File: src/rtl/bus_burst_read_master_if.sv
// bus_burst_read_master_if: shared multiplexed address/data bus between one master and its slaves
// Ports (master view): busRequestOut/busGrantIn arbitration; addressDataOut, beginTransactionOut,
// readNotWriteOut, endTransactionOut, byteEnablesOut, burstSizeOut driven by the master;
// addressDataIn, dataValidIn, endTransactionIn, busErrorIn returned by the slave.
interface bus_burst_read_master_if;
  logic        busRequestOut;
  logic        busGrantIn;
  logic [31:0] addressDataIn;
  logic        dataValidIn;
  logic        endTransactionIn;
  logic        busErrorIn;
  logic [31:0] addressDataOut;
  logic        beginTransactionOut;
  logic        readNotWriteOut;
  logic        endTransactionOut;
  logic [3:0]  byteEnablesOut;
  logic [7:0]  burstSizeOut;
  modport master(
    output busRequestOut, addressDataOut, beginTransactionOut, readNotWriteOut, endTransactionOut, byteEnablesOut, burstSizeOut,
    input  busGrantIn, addressDataIn, dataValidIn, endTransactionIn, busErrorIn
  );
  modport slave(
    input  busRequestOut, addressDataOut, beginTransactionOut, readNotWriteOut, endTransactionOut, byteEnablesOut, burstSizeOut,
    output busGrantIn, addressDataIn, dataValidIn, endTransactionIn, busErrorIn
  );
endinterface

File: src/rtl/bus_burst_read_master.sv
// bus_burst_read_master: single-client burst-read master on the shared multiplexed bus
module bus_burst_read_master #(parameter int TIMEOUT_CYCLES = 64) (
  input  logic        clock,
  input  logic        reset,
  input  logic        requestIn,
  input  logic [31:0] requestAddressIn,
  input  logic [7:0]  requestBurstSizeIn,
  output logic        busyOut,
  output logic [31:0] dataOut,
  output logic        dataValidOut,
  output logic [7:0]  wordIndexOut,
  output logic        doneOut,
  output logic        errorOut,
  bus_burst_read_master_if.master bus
);
  typedef enum logic [2:0] {IDLE, REQUEST, BEGIN_TX, RECEIVE, ERRWAIT, ABORT, DONE} stateT;
  stateT state, nextState;
  logic [31:0] address;
  logic [7:0] size;
  logic [8:0] count;
  logic [8:0] received;
  logic accept, overflow, timeout, setError;
  assign accept = state == RECEIVE && bus.dataValidIn && !bus.busErrorIn && count <= {1'b0, size};
  assign overflow = state == RECEIVE && bus.dataValidIn && !bus.busErrorIn && count > {1'b0, size};
  assign received = count + {8'd0, accept};
  assign setError = (state == RECEIVE && (bus.busErrorIn || overflow ||
                     (bus.endTransactionIn && received != {1'b0, size} + 9'd1))) || nextState == ABORT;
`ifdef BUS_BURST_READ_MASTER_TIMEOUT_EN
  logic [15:0] watchdog;
  always_ff @(posedge clock or posedge reset)
    if (reset) watchdog <= '0;
    else watchdog <= (state == BEGIN_TX || bus.dataValidIn || bus.endTransactionIn) ? 16'd1 : watchdog + 16'd1;
  assign timeout = (state == RECEIVE || state == ERRWAIT) && !bus.dataValidIn && !bus.endTransactionIn &&
                   watchdog + 16'd1 == 16'(TIMEOUT_CYCLES);
`else
  assign timeout = 1'b0;
`endif
  always_comb begin
    nextState = state;
    case (state)
      IDLE:     nextState = requestIn ? REQUEST : IDLE;
      REQUEST:  nextState = bus.busGrantIn ? BEGIN_TX : REQUEST;
      BEGIN_TX: nextState = RECEIVE;
      RECEIVE:  nextState = bus.endTransactionIn ? DONE : bus.busErrorIn ? ERRWAIT : timeout ? ABORT : RECEIVE;
      ERRWAIT:  nextState = bus.endTransactionIn ? DONE : timeout ? ABORT : ERRWAIT;
      ABORT:    nextState = DONE;
      default:  nextState = IDLE;
    endcase
  end
  always_ff @(posedge clock or posedge reset)
    if (reset) begin
      state <= IDLE;
      address <= '0;
      size <= '0;
      count <= '0;
      busyOut <= 1'b0;
      dataOut <= '0;
      dataValidOut <= 1'b0;
      wordIndexOut <= '0;
      doneOut <= 1'b0;
      errorOut <= 1'b0;
      bus.busRequestOut <= 1'b0;
      bus.addressDataOut <= '0;
      bus.beginTransactionOut <= 1'b0;
      bus.readNotWriteOut <= 1'b0;
      bus.endTransactionOut <= 1'b0;
      bus.byteEnablesOut <= '0;
      bus.burstSizeOut <= '0;
    end else begin
      state <= nextState;
      if (state == IDLE && requestIn) begin
        address <= requestAddressIn;
        size <= requestBurstSizeIn;
      end
      count <= state == BEGIN_TX ? 9'd0 : received;
      busyOut <= nextState != IDLE;
      doneOut <= nextState == DONE;
      errorOut <= (state == IDLE && requestIn) ? 1'b0 : errorOut | setError;
      dataValidOut <= accept;
      if (accept) begin
        dataOut <= bus.addressDataIn;
        wordIndexOut <= count[7:0];
      end
      bus.busRequestOut <= !(nextState inside {IDLE, DONE});
      bus.beginTransactionOut <= nextState == BEGIN_TX;
      bus.readNotWriteOut <= nextState == BEGIN_TX;
      bus.addressDataOut <= nextState == BEGIN_TX ? address : '0;
      bus.byteEnablesOut <= nextState == BEGIN_TX ? 4'hF : 4'h0;
      bus.burstSizeOut <= nextState == BEGIN_TX ? size : '0;
      bus.endTransactionOut <= nextState == ABORT;
    end
endmodule

File: src/flat_wrapper.sv
// flat-port wrapper written by rule: the top's interface ports become plain ports
module bus_burst_read_master_flat 
#(parameter int TIMEOUT_CYCLES = 64)
  (clock, reset, requestIn, requestAddressIn, requestBurstSizeIn, busyOut, dataOut, dataValidOut, wordIndexOut, doneOut, errorOut, bus_busRequestOut, bus_addressDataOut, bus_beginTransactionOut, bus_readNotWriteOut, bus_endTransactionOut, bus_byteEnablesOut, bus_burstSizeOut, bus_busGrantIn, bus_addressDataIn, bus_dataValidIn, bus_endTransactionIn, bus_busErrorIn);
  bus_burst_read_master_if bus_i ();
  input  logic clock;
  input  logic reset;
  input  logic requestIn;
  input  logic [31:0] requestAddressIn;
  input  logic [7:0] requestBurstSizeIn;
  output logic busyOut;
  output logic [31:0] dataOut;
  output logic dataValidOut;
  output logic [7:0] wordIndexOut;
  output logic doneOut;
  output logic errorOut;
  output wire logic [$bits(bus_i.busRequestOut)-1:0] bus_busRequestOut;
  output wire logic [$bits(bus_i.addressDataOut)-1:0] bus_addressDataOut;
  output wire logic [$bits(bus_i.beginTransactionOut)-1:0] bus_beginTransactionOut;
  output wire logic [$bits(bus_i.readNotWriteOut)-1:0] bus_readNotWriteOut;
  output wire logic [$bits(bus_i.endTransactionOut)-1:0] bus_endTransactionOut;
  output wire logic [$bits(bus_i.byteEnablesOut)-1:0] bus_byteEnablesOut;
  output wire logic [$bits(bus_i.burstSizeOut)-1:0] bus_burstSizeOut;
  input wire logic [$bits(bus_i.busGrantIn)-1:0] bus_busGrantIn;
  input wire logic [$bits(bus_i.addressDataIn)-1:0] bus_addressDataIn;
  input wire logic [$bits(bus_i.dataValidIn)-1:0] bus_dataValidIn;
  input wire logic [$bits(bus_i.endTransactionIn)-1:0] bus_endTransactionIn;
  input wire logic [$bits(bus_i.busErrorIn)-1:0] bus_busErrorIn;
  assign bus_busRequestOut = bus_i.busRequestOut;
  assign bus_addressDataOut = bus_i.addressDataOut;
  assign bus_beginTransactionOut = bus_i.beginTransactionOut;
  assign bus_readNotWriteOut = bus_i.readNotWriteOut;
  assign bus_endTransactionOut = bus_i.endTransactionOut;
  assign bus_byteEnablesOut = bus_i.byteEnablesOut;
  assign bus_burstSizeOut = bus_i.burstSizeOut;
  assign bus_i.busGrantIn = bus_busGrantIn;
  assign bus_i.addressDataIn = bus_addressDataIn;
  assign bus_i.dataValidIn = bus_dataValidIn;
  assign bus_i.endTransactionIn = bus_endTransactionIn;
  assign bus_i.busErrorIn = bus_busErrorIn;
  bus_burst_read_master #(.TIMEOUT_CYCLES(TIMEOUT_CYCLES)) u_core (.clock(clock), .reset(reset), .requestIn(requestIn), .requestAddressIn(requestAddressIn), .requestBurstSizeIn(requestBurstSizeIn), .busyOut(busyOut), .dataOut(dataOut), .dataValidOut(dataValidOut), .wordIndexOut(wordIndexOut), .doneOut(doneOut), .errorOut(errorOut), .bus(bus_i));
endmodule
File: config.mk
export PLATFORM = sky130hd
export DESIGN_NAME = bus_burst_read_master_flat
export DESIGN_NICKNAME = d
export VERILOG_FILES = /design/src/rtl/bus_burst_read_master_if.sv /design/src/rtl/bus_burst_read_master.sv /design/src/flat_wrapper.sv
export SDC_FILE = /design/constraint.sdc
export NUM_CORES = 1
export LEC_CHECK = 0
export ABC_AREA = 1
export CORE_MARGIN = 2
export CORE_UTILIZATION = 47
export DETAILED_ROUTE_END_ITERATION = 6
export PLACE_DENSITY = 0.8
export SYNTH_ARGS = -nofsm -noshare
export SYNTH_HDL_FRONTEND = slang
export SYNTH_SLANG_ARGS = --single-unit
File: constraint.sdc
create_clock -name clock -period 5.4 [get_ports clock]
set_input_delay 0.54 -clock clock [delete_from_list [all_inputs] [get_ports clock]]
set_output_delay 0.54 -clock clock [all_outputs]
set_load 0.01 [all_outputs]
==> results.txt <==
----------------------------------------------------
[Floorplanning]
  Die Outline Area ... 13100 um2
  Initial Util ... 0.481
  Number of top-level pins ... 171
  Die Wd ... 115 um
  CORE AREA ... 12000 um2
  Std cell rows ... 40
  Vertical extent of the die ... 115 um

[Final layout]
  Fill cell total of the finished layout ... 964
  Filler-free cell count of the finished design ... 972
  Number of nets at the end of the flow ... 903
  Diodes inserted ... 0
  Area overhead of the layout relative to synthesis ... 39.9%
  Post-Route Utilization ... 0.673
  Share of layout cells above drive strength 1 ... 0.0691

[Timing]
  Unrepaired setup endpoints after global routing ... no
  Transition time at the pin with the least slew margin ... 1.14 ns
  Number of pins with negative max-slew slack in the final report ... 0
  Hold Vio Cnt, Final ... 0
  Final Skew ... 0.00468 ns
  Normalized max-slew margin ... 0.238
  Aggregate negative setup slack ... 0 ns
  Period Utilization, post-route ... 0.712
  Setup Viol. Count Final ... 0
  Fmax ... 260 MHz
  Min Clock Period, post-route ... 3.85 ns

[Outcome]
  Outcome ... completed

[Synthesis]
  Number of synthesized register bits ... 139
  Mapped Avg Cell Area ... 8.91 um2
  Largest cells by area after synthesis ... sky130_fd_sc_hd__dfrtp_1, sky130_fd_sc_hd__nand2_1, sky130_fd_sc_hd__nor2_1
  Portion of synthesized cell area occupied by the leading cell type ... 0.604
  Instance count of the mapped netlist ... 646
  Number of synthesis warnings ... 0
  Synth cell types ... 30
  Share of synthesized area occupied by flip-flops and latches ... 0.604
  Cell taking the most area after synthesis ... sky130_fd_sc_hd__dfrtp_1
  Total standard cell area after synthesis ... 5760 um2
  Syn Nets ... 736

[Global routing]
  Global-route wire length before repair ... 22700 um
  Antenna violations before repair ... 0
  Overall routing resource usage ... 0.223
  Via count of the first global-routing pass ... 4763
  Maximum number of pins on one net before global-route repair ... 83
  GRT Residual Overflow ... 0

[Placement]
  Routability-driven placement congestion ratio ... 0.810
  I/O Buffers ... 170
  HPWL reported at the end of detailed placement ... 9920 um
  Cell count after placement ... 941

[Worst setup path]
  Launch point of the worst path ... u_core.size[5]
  Critical Path Start Type ... register
  Worst EP arrival ... 4.09 ns
  Data required time of the worst path ... 5.65 ns
  Worst setup slack for register-to-register paths ... 1.55 ns
  Type of destination of the critical path ... register
  Crit Path Class ... reg2reg
  Depth of the worst register-to-register path ... 24
  Reg-to-reg endpoint ... u_core.errorOut
  Worst-path fanout max ... 47
  Startpoint of the lowest-slack register-to-register path ... u_core.size[5]
  Capture point of the critical path ... u_core.errorOut

[Clock tree]
  Level count of the clock H-tree ... 4
  Clk sink count ... 139
  Clock Tree Buf Depth ... 2
  TritonCTS clock tree ... done
  Clock root buffer ... sky130_fd_sc_hd__clkbuf_16
  Number of buffers inserted for hold repair after clock tree synthesis ... 0
  Clock buffer count from CTS ... 17
  Post-CTS sizing ... 0
  Worst-skew pair later-pin latency ... 0.42 ns
  Post-CTS Setup Repair Bufs ... 0
  CTS clock-pin slew for the worst setup and hold paths ... 0.05 ns

[Routing]
  DR pass1 iterations ... 5
  Total detailed-routing wirelength ... 13800 um
  Wire per inst ... 14.2 um
  Routed via count divided by cell count ... 4.91
  DRC errors left ... 0
  Number of DRC markers after the initial detailed-route iteration ... 286
  Routed vias ... 4776
  Detail Route Antenna Nets ... 0

[Pwr]
  Overall power after layout ... 4.00 mW
  Static leakage power ... 3.94 nW
  Worst VDD drop ... 282 uV
  Cell Pwr Density ... 497 nW/um2

[Flow run]
  Maximum Capacitance Violations ... 0

[Worst hold path]
  Hold Crit Class ... reg2reg

----------------------------------------------------
cell usage after synthesis (all sizes together):
| cell | instances |
|---|---|
| buf | 13 |
| clkbuf | 12 |
| nor4 | 2 |
| xnor2 | 1 |
| nand3 | 21 |
| nor3 | 4 |
| nand4 | 4 |
| nand2 | 227 |
| dfrtp | 139 |
| nor2 | 76 |
| conb | 1 |
| ha | 11 |
| a21oi | 6 |
| o21a | 1 |
| a21o | 1 |
| o311ai | 1 |
| o211ai | 1 |
| inv | 73 |
| o21ai | 52 |
state kept, by name, summed over array words and instances, names as in the netlist:
signal and cells:
u_core.bus.addressDataOut 32, u_core.wordIndexOut 8, u_core.bus.byteEnablesOut 1, u_core.bus.burstSizeOut 8, u_core.bus.endTransactionOut 1, u_core.bus.busRequestOut 1
u_core.doneOut 1, u_core.address 32, u_core.count 9, u_core.busyOut 1, u_core.dataOut 32, u_core.state 3
u_core.size 8, u_core.errorOut 1, u_core.dataValidOut 1
layer usage:
metal	share of wire	global-route usage	wire (um)
met5	0	0	0
met2	0.47	0.353	6520
met3	0.093	0.0831	1280
met1	0.42	0.281	5770
met4	0.016	0.0854	221
cell usage in the layout, fill, tap and decap left out, types with 2 or more instances in the layout:
cell                              instances
sky130_fd_sc_hd__a21oi_1                  5
sky130_fd_sc_hd__buf_4                    3
sky130_fd_sc_hd__clkbuf_16               17
sky130_fd_sc_hd__clkdlybuf4s50_1        170
sky130_fd_sc_hd__clkinv_2                 6
sky130_fd_sc_hd__clkinvlp_4               3
sky130_fd_sc_hd__dfrtp_1                139
sky130_fd_sc_hd__ha_1                    11
sky130_fd_sc_hd__inv_1                   66
sky130_fd_sc_hd__inv_2                    6
sky130_fd_sc_hd__inv_6                    2
sky130_fd_sc_hd__nand2_1                225
sky130_fd_sc_hd__nand2_2                  2
sky130_fd_sc_hd__nand3_1                 20
sky130_fd_sc_hd__nand4_1                  3
sky130_fd_sc_hd__nor2_1                  73
sky130_fd_sc_hd__nor2_2                   2
sky130_fd_sc_hd__nor3_1                   2
sky130_fd_sc_hd__nor3_2                   2
sky130_fd_sc_hd__nor4_1                   2
sky130_fd_sc_hd__o21ai_0                 45
sky130_fd_sc_hd__o21ai_2                  6
critical path: stages (launching register included):
cell,delay [ns]
sky130_fd_sc_hd__dfrtp_1,0.40
sky130_fd_sc_hd__inv_1,0.12
sky130_fd_sc_hd__ha_1,0.28
sky130_fd_sc_hd__nand2_1,0.10
sky130_fd_sc_hd__nor2_2,0.15
sky130_fd_sc_hd__nand2_1,0.08
sky130_fd_sc_hd__o211ai_2,0.16
sky130_fd_sc_hd__nand2_1,0.09
sky130_fd_sc_hd__nand4_2,0.07
sky130_fd_sc_hd__buf_4,0.41
sky130_fd_sc_hd__inv_2,0.37
sky130_fd_sc_hd__ha_1,0.34
sky130_fd_sc_hd__ha_1,0.23
sky130_fd_sc_hd__nand2_1,0.08
sky130_fd_sc_hd__inv_1,0.05
sky130_fd_sc_hd__nor2_1,0.11
sky130_fd_sc_hd__nor2_1,0.06
sky130_fd_sc_hd__nor2_1,0.10
sky130_fd_sc_hd__nand3_1,0.07
sky130_fd_sc_hd__nor2_1,0.10
sky130_fd_sc_hd__nand4_1,0.10
sky130_fd_sc_hd__nand2_1,0.06
sky130_fd_sc_hd__nand2_1,0.05
sky130_fd_sc_hd__nand2_1,0.06
sky130_fd_sc_hd__a21oi_2,0.05
stage by stage:
stage                     area (um2)  hold slack (ns)  worst slack (ns)
final                           8050            0.478              1.55
after global routing            8050            0.503              1.04
after CTS                       8050            0.482              1.55
after detailed placement        7510            0.467              1.57
after global placement          7510            0.461              1.67
after floorplan                 5760            0.457              1.14
layout make-up:
class	instances	area, um2	share of cell area
well taps	147	184	0.0228
multi-input cells	409	1840	0.229
inverters	73	279	0.0347
clock inverters	12	100	0.0124
clock buffers	19	443	0.0550
repair buffers	173	1720	0.214
flip-flops and latches	139	3480	0.432
worst min-delay path by stage:
| stage | start | to | slack, ns | cells after the start |
|---|---|---|---|---|
| finish | u_core.wordIndexOut[2] | u_core.wordIndexOut[2] | 0.48 | 2 |
| global route | u_core.wordIndexOut[1] | u_core.wordIndexOut[1] | 0.50 | 2 |
| CTS | u_core.wordIndexOut[2] | u_core.wordIndexOut[2] | 0.48 | 2 |
| detailed placement | u_core.wordIndexOut[2] | u_core.wordIndexOut[2] | 0.47 | 2 |
| global placement | u_core.dataOut[23] | u_core.dataOut[23] | 0.46 | 2 |
| floorplan | u_core.address[0] | u_core.bus.addressDataOut[0] | 0.46 | 2 |
cell families after synthesis:
logic type	Yosys count	share of synthesized area
simple gates	334	0.233
flops	139	0.604
buf+inv	98	0.0757
compound gates	62	0.0613
fa+ha+maj	11	0.0239
xor+xnor	1	0.00152
other cells	1	0.000652
power by group:
group / switching (mW) / total [mW] / internal, mW
clock network: 0.421 / 1.06 / 0.637
logic: 0.733 / 1.37 / 0.636
registers: 0.176 / 1.57 / 1.40
total: 1.33 / 4.00 / 2.67
Note: power is estimated with default switching activity, not from simulation.
